$ cat src/rtl/aes_block_pkg.sv
// Shared definitions for the AES state-block path: block geometry, state type,
// the receive FSM encoding and the byte placement rule.
package aes_block_pkg;

    localparam int unsigned BLOCK_BYTES = 16;
    localparam int unsigned BYTE_W      = 8;
    localparam int unsigned STATE_W     = BLOCK_BYTES * BYTE_W;
    localparam int unsigned IDX_W       = 4;

    // Element [BLOCK_BYTES-1] is the MSB byte, i.e. state index 0.
    typedef logic [BLOCK_BYTES-1:0][BYTE_W-1:0] state_t;

    typedef enum logic {
        ST_FILL    = 1'b0,
        ST_PENDING = 1'b1
    } rx_state_t;

    // Stream position n (row-major) to state index k (column-major when transposing).
    function automatic logic [IDX_W-1:0] place_idx(input logic [IDX_W-1:0] n,
                                                  input logic             transpose);
        return transpose ? {n[1:0], n[3:2]} : n;
    endfunction

endpackage

$ cat src/rtl/block_slot.sv
// Output slot: holds one completed block and its valid flag for the consumer handshake.
module block_slot
    import aes_block_pkg::*;
(
    input  logic               clk,
    input  logic               rst_n,
    input  logic               load,
    input  logic [STATE_W-1:0] load_data,
    input  logic               out_ready,
    output logic [STATE_W-1:0] out_buf,
    output logic               out_valid
);

    // A load always wins over a completing handshake so back-to-back blocks keep valid high.
    always_ff @(posedge clk or negedge rst_n) begin
        if (!rst_n) begin
            out_buf   <= '0;
            out_valid <= 1'b0;
        end else if (load) begin
            out_buf   <= load_data;
            out_valid <= 1'b1;
        end else if (out_valid && out_ready) begin
            out_valid <= 1'b0;
        end
    end

endmodule

$ cat src/rtl/block_rx_transpose.sv
// Byte-serial receiver assembling a 128-bit AES state with the transpose fused in.
// Optional flush input enabled by defining BLOCK_RX_FLUSH_EN.
module block_rx_transpose
    import aes_block_pkg::*;
#(
    parameter int unsigned TRANSPOSE = 1
) (
    input  logic               clk,
    input  logic               rst_n,
    input  logic [BYTE_W-1:0]  in_data,
    input  logic               in_valid,
    output logic               in_ready,
    output logic [STATE_W-1:0] out_data,
    output logic               out_valid,
    input  logic               out_ready
`ifdef BLOCK_RX_FLUSH_EN
    ,
    input  logic               flush
`endif
);

    rx_state_t        state, state_nxt;
    logic [IDX_W-1:0] cnt, cnt_nxt;
    state_t           fill_buf, fill_nxt, merged, load_data;
    logic [IDX_W-1:0] place_k, slot;
    logic             flush_en, accept, slot_free, load;

`ifdef BLOCK_RX_FLUSH_EN
    assign flush_en = flush;
`else
    assign flush_en = 1'b0;
`endif

    // in_ready decodes registered state only; no path from out_ready.
    assign in_ready  = (state == ST_FILL);
    assign accept    = in_valid && in_ready && !flush_en;
    assign slot_free = !out_valid || out_ready;
    assign place_k   = place_idx(cnt, TRANSPOSE != 0);
    assign slot      = 4'(BLOCK_BYTES - 1) - place_k;

    always_ff @(posedge clk or negedge rst_n) begin
        if (!rst_n) begin
            state    <= ST_FILL;
            cnt      <= '0;
            fill_buf <= '0;
        end else begin
            state    <= state_nxt;
            cnt      <= cnt_nxt;
            fill_buf <= fill_nxt;
        end
    end

    always_comb begin
        state_nxt     = state;
        cnt_nxt       = cnt;
        fill_nxt      = fill_buf;
        load          = 1'b0;
        load_data     = fill_buf;
        merged        = fill_buf;
        merged[slot]  = in_data;

        case (state)
            ST_FILL: begin
                if (flush_en) begin
                    cnt_nxt  = '0;
                    fill_nxt = '0;
                end else if (accept) begin
                    fill_nxt = merged;
                    cnt_nxt  = cnt + 4'd1;
                    // Final byte: hand the merged block straight to the slot if it is free.
                    if (cnt == 4'(BLOCK_BYTES - 1)) begin
                        if (slot_free) begin
                            load      = 1'b1;
                            load_data = merged;
                        end else begin
                            state_nxt = ST_PENDING;
                        end
                    end
                end
            end
            ST_PENDING: begin
                if (flush_en) begin
                    state_nxt = ST_FILL;
                    cnt_nxt   = '0;
                    fill_nxt  = '0;
                end else if (out_ready) begin
                    load      = 1'b1;
                    load_data = fill_buf;
                    state_nxt = ST_FILL;
                end
            end
            default: state_nxt = ST_FILL;
        endcase
    end

    block_slot u_slot (
        .clk       (clk),
        .rst_n     (rst_n),
        .load      (load),
        .load_data (STATE_W'(load_data)),
        .out_ready (out_ready),
        .out_buf   (out_data),
        .out_valid (out_valid)
    );

endmodule

$ cat config.mk
export PLATFORM = sky130hd
export DESIGN_NAME = block_rx_transpose
export DESIGN_NICKNAME = d
export VERILOG_FILES = /design/src/rtl/aes_block_pkg.sv /design/src/rtl/block_slot.sv /design/src/rtl/block_rx_transpose.sv
export SDC_FILE = /design/constraint.sdc
export NUM_CORES = 1
export LEC_CHECK = 0
export ABC_AREA = 1
export BUFFER_PORTS_ARGS = -buffer_cell sky130_fd_sc_hd__buf_2
export CAP_MARGIN = 25
export CELL_PAD_IN_SITES_DETAIL_PLACEMENT = 0
export CELL_PAD_IN_SITES_GLOBAL_PLACEMENT = 1
export CORE_UTILIZATION = 25
export DETAILED_ROUTE_END_ITERATION = 6
export GPL_TIMING_DRIVEN = 0
export PLACE_DENSITY_LB_ADDON = 0.15
export SYNTH_ARGS = -nofsm -noshare
export SYNTH_HDL_FRONTEND = slang
export SYNTH_SLANG_ARGS = --single-unit
$ cat constraint.sdc
create_clock -name clk -period 3.65 [get_ports clk]
set_clock_uncertainty 0.15 [all_clocks]
set_input_delay 0.365 -clock clk [delete_from_list [all_inputs] [get_ports clk]]
set_output_delay 0.365 -clock clk [all_outputs]
set_load 0.005 [all_outputs]
==> results of run 1 <==
-- power by group --
part | total [uW] | leakage [uW] | switching, uW | internal (uW)
clock network | 3270 | 0.000532 | 1340 | 1930
registers | 5170 | 0.00310 | 953 | 4210
logic | 3960 | 0.00348 | 2410 | 1560
total | 12400 | 0.00711 | 4700 | 7700
-- metrics by stage --
stage	instance area, um2	setup WS (ps)
2_1_floorplan	11800	1940
3_3_place_gp	13200	-3480
3_5_place_dp	13300	1280
4_1_cts	14400	1300
5_1_grt	14400	1140
6_report	14400	1400
-- placed cells by master, fill, tap and decap left out, drive strengths merged --
cell type / instances
buf: 231
inv: 40
dfrtp: 262
o21ai: 43
nand4: 64
xor2: 3
ha: 4
nand2: 454
a31oi: 96
dlygate4sd3: 2
nand3: 198
clkinv: 10
clkbuf: 74
nor2: 117
bufinv: 1
a21oi: 1
-- routing by layer --
layer | part of all wire | vias up | track usage | routed length [um]
li1 | - | 5054 | - | -
met1 | 0.49 | 5155 | 0.269 | 21200
met2 | 0.44 | 248 | 0.276 | 18900
met3 | 0.045 | 58 | 0.0324 | 1950
met4 | 0.025 | 0 | 0.0523 | 1060
met5 | 0 | - | 0 | 0
-- cell type report --
cell class                 instances  area share
buffer                           113      0.0405
multi-input combinational        980       0.311
tap                              607      0.0529
clock inverter                    11     0.00584
inverter                          40      0.0105
sequential                       262       0.456
timing repair buffer             145      0.0551
clock buffer                      49      0.0681
-- worst max-delay path, delay by kind of cell (launching register included) --
| family | cells | cell delay (ps) |
|---|---|---|
| AOI/OAI and AO/OA | 1 | 240 |
| adders and majority gates | 1 | 150 |
| DFF | 1 | 410 |
| and+or+nand+nor | 3 | 540 |
| buffers and inverters | 3 | 670 |
-- worst paths after layout --
check | slack (ps) | end | cells past startpoint | from
min reg2reg | 350 | u_slot.out_buf[11] | 2 | u_slot.out_buf[11]
max | 1400 | u_slot.out_buf[32] | 8 | cnt[0]
min | 50 | fill_buf[113] | 3 | in_data[1]
max in group asynchronous | 2110 | fill_buf[126] | 3 | rst_n
max reg2reg | 1400 | u_slot.out_buf[32] | 8 | cnt[0]
min in group asynchronous | 300 | u_slot.out_buf[43] | 2 | rst_n
-- state kept, by name, summed over array words and instances, names as in the netlist --
name	flops
u_slot.out_buf	128
state	1
cnt	4
fill_buf	128
u_slot.out_valid	1
-- cell families after synthesis --
logic type,count (synthesis)
xor+xnor,3
simple gates,833
buf+inv,153
compound gates,140
fa+ha+maj,4
flops,262
-- synthesized netlist by cell type --
master    instances  area [um2]
o21ai_0          34         170
buf_6             3        33.8
nand4_1          64         400
nand2_2           2        12.5
xor2_1            3        26.3
o21ai_1           9        45.0
buf_2            54         270
nor2_2            3        18.8
nor2_4            1        11.3
buf_1            13        48.8
nand3_1         196         981
nand3_2           2        20.0
dfrtp_1         262        6560
nor2_1          113         424
clkinv_1          1        3.75
inv_1            36         135
buf_4            18         135
clkbuf_1         25        93.8
inv_2             3        11.3
a21oi_1           1        5.00
nand2_1         452        1700
a31oi_1          96         601
ha_1              4        50.1
-- what timing repair did --
action,in CTS,in global routing
hold endpoints to repair,86,0
buffers inserted,0,0
hold buffers,2,0
==> impl_metrics.yaml, run 1 <==
synth:
  synth.area.mux_share: 0
  synthAdderAreaFrac: 0.00426
  ys_ff_latch: 262
  synth_cell_types: 23
  ys_seq_area_frac: 0.558
  synth.avg_cell_area_um2: 8.42
  synthCells: 1395
  synth_nets: 1411
  synth_warnings: 0
  synth.cell_area_um2: 11800
  yosys.area_share.xor_xnor: 0.00224
  synth_compound_area_frac: 0.0699
  synth_top_family_by_area: "simple AND/OR/NAND/NOR gates"
  yosys.area_share.simple: 0.303
global_routing:
  grt_first_pass_wirelength_um: 66300
  grt_util_all_layers: 0.184
  overflow: 0
  grt_pass1_vias: 10400
  antenna_found_initial: 0
  grt_max_degree: 95
timing:
  tightest_slew_ps: 1010
  period_share: 0.616
  fmax_ghz: 0.445
  whs_ps: 53.7
  slew_headroom: 0.327
  setup_tns_ps: 0
  hold_viol_final: 0
  maxSlewViolCount: 0
  rsz0062_at_grt: "no"
  setup_viol: 0
  finalCriticalPeriod_ps: 2250
setup_path:
  crit_type: "flip-flop to flip-flop"
  slowest_stage: "dfrtp_1"
  crit_path_start_kind: "flip-flop"
  crit_required_ps: 3970
  worstPathMaxFanout: 10
  crit_path_end_kind: "flip-flop"
  critical_path_arrival_ps: 2570
  crit_path_cell_trace: "inv_1 > ha_1 > buf_2 > nand3_1 > buf_2 > o21ai_0 > nand2_1 > nand3_1"
  cpPeakStageDelay_ps: 410
clock_tree:
  postCtsResizedCells: 0
  cts_max_level: 2
  cts_inserted_buffers: 34
  clk-insertion-delay-late_ps: 540
  clk_pin_slew_worst_paths_ps: 60
  cts_tree: "done"
  clockBufferDepth: 3
  root_buffer: "clkbuf_16"
  cts.sinks: 262
placed_design:
  hpwlAfterDp_um: 29000
  dp.cells: 2145
  port-buffer-count: 141
  gp_congestion: 0.796
finish:
  antenna_cells: 0
  seqCellArea_um2: 6560
  nets: 1592
  layout-area-overhead-vs-synth_pct: 22.2
  n_fill_cell: 5006
  fin_cells: 2207
  multiInputGateArea_um2: 4460
  drive_above_1_share: 0.175
  utilization: 0.309
power_and_ir_drop:
  total_power_uw: 12400
  p_leak_uw: 0.00711
  power-per-cell-area_nw_per_um2: 863
  ir_drop_v: 0.000253
run_status:
  status: "completed"
die:
  die_x_um: 219
  core_um2: 46500
  die_area_um2: 47900
  ios: 142
  dieHeight_um: 219
  num_rows: 79
  start_util: 0.253
detailed_routing:
  via_per_inst: 4.76
  drt_iter0_drc: 796
  route.detailed.drc: 0
  first_pass_iters: 7
  drtAntennaViolNets: 0
  via_count: 10500
  finalWirelength_um: 43000
  routedWlPerCell_um: 19.5
hold_path:
  worst_hold_path_type: "input pin to flip-flop"
flow_run:
  cap_violations: 0
Power figures use the tool's default switching activity.
==> run 2, diff against run 1 <==
==> constraint.sdc (replaced) <==
create_clock -name clk -period 2.1 [get_ports clk]
set_clock_uncertainty 0.15 [all_clocks]
set_input_delay 0.21 -clock clk [delete_from_list [all_inputs] [get_ports clk]]
set_output_delay 0.21 -clock clk [all_outputs]
set_load 0.005 [all_outputs]
==> run 2 against run 1 <==
  * Clock-buffer cell count unchanged
  * Combinational power up 77%
  * Maximum frequency grew 15%
  * Sequential share of layout area shrank 0.46 points
  * Routed wire length is 0.10% higher
  * Via count down 0.16%
  * Hold slack worse by 3.9 ps
  * Critical path depth is 3 lower
  * Largest cell class unchanged
  * Highest routed layer unchanged
==> impl_metrics.yaml, run 2 (same netlist as run 1, synthesis figures left out) <==
timing:
  fmax_ghz: 0.510
  finalCriticalPeriod_ps: 1960
  hold_viol_final: 0
  setup_tns_ps: 0
  period_share: 0.933
  rsz0062_at_grt: "no"
  whs_ps: 49.8
  setup_viol: 0
  maxSlewViolCount: 0
  tightest_slew_ps: 1010
  slew_headroom: 0.325
hold_path:
  worst_hold_path_type: "input pin to flip-flop"
  hold_end: "fill_buf[64]"
  hold_depth: 4
  min_from: "in_valid"
detailed_routing:
  finalWirelength_um: 43100
  drtAntennaViolNets: 0
  first_pass_iters: 5
  drt_iter0_drc: 779
  via_per_inst: 4.74
  via_count: 10500
  route.detailed.drc: 0
  routedWlPerCell_um: 19.5
global_routing:
  grt_pass1_vias: 10400
  overflow: 0
  grt_first_pass_wirelength_um: 66400
  grt_max_degree: 95
  antenna_found_initial: 0
  grt_util_all_layers: 0.184
finish:
  final_cell_mix: "nand2_1 (452), dfrtp_1 (262), nand3_1 (194)"
  drive_above_1_share: 0.183
  layout-area-overhead-vs-synth_pct: 23.5
  final_area_um2: 14500
  final_common_cell: "nand2_1"
  utilization: 0.312
  top_regs: "fill_buf (128), u_slot.out_buf (128), cnt (4)"
  antenna_cells: 0
  n_fill_cell: 4987
  nets: 1600
die:
  num_rows: 79
  core_um2: 46500
  die_x_um: 219
  ios: 142
  start_util: 0.253
  die_area_um2: 47900
  dieHeight_um: 219
clock_tree:
  cts_tree: "done"
  clk_pin_slew_worst_paths_ps: 60
  clockBufferDepth: 3
  cts_max_level: 2
  clk-insertion-delay-late_ps: 540
  cts_inserted_buffers: 34
  cts.sinks: 262
  root_buffer: "clkbuf_16"
placed_design:
  hpwlAfterDp_um: 29000
  port-buffer-count: 141
  placed_area_um2: 13300
  gp_congestion: 0.796
setup_path:
  crit_path_start_kind: "flip-flop"
  critPathBufInv: 2
  cpPeakStageDelay_ps: 410
  reg2reg_to: "fill_buf[12]"
  critical_path_arrival_ps: 2260
  slowest_stage: "buf_1"
  crit_path_cell_trace: "ha_1 > buf_2 > buf_1 > nand4_1 > a31oi_1"
  crit_required_ps: 2400
  regToRegStartpoint: "cnt[1]"
  crit_type: "flip-flop to flip-flop"
  r2r_slack_ps: 140
  worstPathMaxFanout: 10
  reg2reg_depth: 5
  cp_top_family: "buffers and inverters"
  crit_path_end_kind: "flip-flop"
power_and_ir_drop:
  total_power_uw: 21700
  ir_drop_v: 0.000447
  power-per-cell-area_nw_per_um2: 1490
  p_leak_uw: 0.00718
flow_run:
  cap_violations: 0
run_status:
  status: "completed"
-- run 2: changes by cell type in the layout (fill, tap and decap cells not counted), moves of 3 or more --
cell,before,now
clkbuf_4,0,4
o21ai_1,9,20
buf_1,13,8
dlygate4sd3_1,2,10
clkbuf_2,0,10
nand3_4,0,3
buf_2,194,191
clkbuf_1,34,28
o21ai_0,34,22
-- run 2: how the worst max path moves through the flow --
stage | from | endpoint | slack (ps) | depth (start not counted)
after detailed placement | state | u_slot.out_buf[82] | -160 | 5
after CTS | cnt[0] | u_slot.out_buf[32] | 20 | 8
after floorplan | cnt[0] | u_slot.out_buf[39] | 390 | 9
final | cnt[1] | fill_buf[12] | 140 | 5
after global placement | rst_n | fill_buf[70] | -4880 | 1
after global routing | cnt[0] | u_slot.out_buf[38] | 0.6 | 8
-- run 2: area by class of cell --
cell class,count,area [um2],area share
Sequential cell,262,6560,0.452
Tap cell,607,759,0.0523
Clock buffer,49,978,0.0674
Buffer,113,606,0.0417
Multi-Input combinational cell,980,4500,0.310
Timing Repair Buffer,153,871,0.0600
Inverter,40,150,0.0103
Clock inverter,11,83.8,0.00578
-- run 2: what timing repair did --
action	4_1_cts	5_1_grt
buffers inserted	0	0
hold buffers	10	0
gates resized for setup	5	33
setup endpoints to repair	61	155
hold endpoints to repair	108	0
-- run 2: per-stage QoR --
| stage | setup WS [ps] | cells |
|---|---|---|
| CTS | 19.5 | 2215 |
| detailed placement | -158 | 2145 |
| finish | 140 | 2215 |
| floorplan | 385 | 1395 |
| global route | 0.624 | 2215 |
| global placement | -4880 | 2143 |
-- run 2: worst reg2reg max path, stage by stage, from the launching register on --
cell,delay (ps)
dfrtp_1,390
ha_1,220
buf_2,290
buf_1,420
nand4_1,190
a31oi_1,210
-- run 2: routing by layer --
metal / vias up / global-route usage / part of all wire
li1: 5066 / - / -
met1: 5124 / 0.269 / 0.49
met4: 0 / 0.0523 / 0.022
met5: - / 0 / 0
met2: 252 / 0.276 / 0.44
met3: 56 / 0.0323 / 0.044
-- run 2: power by group --
part,leakage (uW),internal [uW],switching (uW)
Clock,0.000532,3360,2320
Combinational,0.00355,2760,4240
Sequential,0.00310,7320,1660
Total,0.00718,13400,8210
==> run 3, diff against run 2 <==
--- a/config.mk
+++ b/config.mk
@@ -11,9 +11,10 @@
 export CELL_PAD_IN_SITES_DETAIL_PLACEMENT = 0
 export CELL_PAD_IN_SITES_GLOBAL_PLACEMENT = 1
 export CORE_UTILIZATION = 25
+export CTS_CLUSTER_DIAMETER = 200
 export DETAILED_ROUTE_END_ITERATION = 6
 export GPL_TIMING_DRIVEN = 0
-export PLACE_DENSITY_LB_ADDON = 0.15
+export PLACE_DENSITY_LB_ADDON = 0.1
 export SYNTH_ARGS = -nofsm -noshare
 export SYNTH_HDL_FRONTEND = slang
 export SYNTH_SLANG_ARGS = --single-unit
==> run 3 against run 2 <==
  * Final cell count is the same
  * Hold slack improved by 12 ps
  * Register-to-register slack worse by 20 ps
  * Global-route usage up 0.28 points
  * Total power up 1.3%
  * First-iteration DRC count grew 21%
  * Die area stayed put
  * Flip-flop and latch count did not move
  * Via count is 0.48% higher
  * Sequential share of layout area shrank 0.21 points
  * Maximum frequency is 1.1% lower
  * Routed wire length is 1.9% higher
  * Critical endpoint is now u_slot.out_buf[11]
  * Largest power group unchanged
==> impl_metrics.yaml, run 3 (same netlist as run 1, synthesis figures left out) <==
detailed_routing:
  drtAntennaViolNets: 0
  route.detailed.drc: 0
  routedWlPerCell_um: 19.8
  finalWirelength_um: 43900
  drt_iter0_drc: 939
  first_pass_iters: 5
  via_count: 10500
  via_per_inst: 4.76
global_routing:
  grt_first_pass_wirelength_um: 67100
  antenna_found_initial: 0
  grt_max_degree: 104
  grt_util_all_layers: 0.187
  grt_pass1_vias: 10400
  overflow: 0
finish:
  n_fill_cell: 4963
  utilization: 0.314
  nets: 1600
  layout-area-overhead-vs-synth_pct: 24.0
  drive_above_1_share: 0.185
  antenna_cells: 0
  final_area_um2: 14600
  fin_cells: 2215
  final_cell_mix: "nand2_1 (452), dfrtp_1 (262), nand3_1 (194)"
  top_regs: "fill_buf (128), u_slot.out_buf (128), cnt (4)"
  final_common_cell: "nand2_1"
setup_path:
  crit_path_start: "state"
  crit_path_start_kind: "flip-flop"
  cp_common_cell: "nand2_1"
  crit_required_ps: 2420
  regToRegStartpoint: "state"
  crit_path_end_kind: "flip-flop"
  r2r_slack_ps: 120
  crit_path_cell_trace: "nand2_1 > buf_4 > buf_1 > nand3_1 > nand2_1"
  worstPathMaxFanout: 10
  critical_path_arrival_ps: 2310
  critical_path.endpoint: "u_slot.out_buf[11]"
  cpPeakStageDelay_ps: 400
  reg2reg_depth: 5
  reg2reg_to: "u_slot.out_buf[11]"
  crit_type: "flip-flop to flip-flop"
  slowest_stage: "dfrtp_1"
run_status:
  status: "completed"
power_and_ir_drop:
  power-per-cell-area_nw_per_um2: 1500
  p_leak_uw: 0.00721
  total_power_uw: 21900
  ir_drop_v: 0.000498
timing:
  hold_viol_final: 0
  tightest_slew_ps: 1050
  setup_tns_ps: 0
  fmax_ghz: 0.504
  maxSlewViolCount: 0
  period_share: 0.944
  setup_viol: 0
  finalCriticalPeriod_ps: 1980
  slew_headroom: 0.300
die:
  num_rows: 79
  die_area_um2: 47900
  dieHeight_um: 219
  start_util: 0.253
  die_x_um: 219
  core_um2: 46500
  ios: 142
hold_path:
  worst_hold_path_type: "input pin to flip-flop"
clock_tree:
  cts.sinks: 262
  clockBufferDepth: 3
  cts_inserted_buffers: 34
  post_cts_buffers: 0
  cts_max_level: 2
  root_buffer: "clkbuf_16"
  clk-insertion-delay-late_ps: 540
  cts_tree: "done"
  clk_pin_slew_worst_paths_ps: 60
placed_design:
  placed_area_um2: 13300
  hpwlAfterDp_um: 29400
  dp.cells: 2145
  gp_congestion: 0.766
  port-buffer-count: 141
flow_run:
  cap_violations: 0
[run 3: cell count changes in the layout (fill, tap and decap cells not counted)]
cell	before	now
inv_6	1	0
clkinv_2	9	8
buf_4	18	20
clkbuf_1	28	24
clkbuf_16	35	37
o21ai_2	1	0
o21ai_1	20	19
clkbuf_8	5	8
clkbuf_2	10	11
o21ai_0	22	24
clkbuf_4	4	3
buf_2	191	190
[run 3: stage by stage]
stage | hold slack, ps | setup WS (ps)
floorplan | -236 | 385
global placement | 249 | -4980
detailed placement | 164 | -207
CTS | 41.6 | 7.65
global route | 68.4 | -4.45
finish | 62.0 | 117
[run 3: worst min path at each step]
stage               from             endpoint  slack, ps  depth (start not counted)
5_1_grt         in_valid               cnt[0]         70                          3
3_5_place_dp       rst_n  u_slot.out_buf[121]        160                          1
4_1_cts         in_valid         fill_buf[39]         40                          4
6_report        in_valid         fill_buf[65]         60                          4
3_3_place_gp   out_ready                state        250                          2
2_1_floorplan      rst_n               cnt[0]       -240                          0
[run 3: worst max-delay path: cells and delay by family, from the launching register on]
family | cells | cell delay (ps)
buffers and inverters | 2 | 770
DFF | 1 | 400
and+or+nand+nor | 3 | 590
[run 3: layer usage]
layer	track usage	part of all wire	up-vias
met5	0	0	-
met4	0.0574	0.022	0
met3	0.0267	0.045	53
met2	0.282	0.44	257
met1	0.274	0.49	5177
li1	-	-	5061
[run 3: layout make-up]
class	instances	area [um2]	area share
clock inverters	9	70.1	0.00481
flip-flops and latches	262	6560	0.450
plain buffers	113	609	0.0418
repair buffers	153	871	0.0598
inverters	40	150	0.0103
clock buffers	51	1060	0.0726
well taps	607	759	0.0521
multi-input cells	980	4500	0.309
[run 3: report_power, final]
part | switching (uW) | leakage, uW | internal (uW)
registers | 1640 | 0.00310 | 7320
clock network | 2350 | 0.000566 | 3600
logic | 4260 | 0.00355 | 2760
total | 8250 | 0.00721 | 13700
[run 3: repair_timing]
item                                    in CTS  in global routing
resized for setup                            7                 31
endpoints found under the setup margin     122                103
endpoints found under the hold margin      112                  0
hold buffers                                10                  0
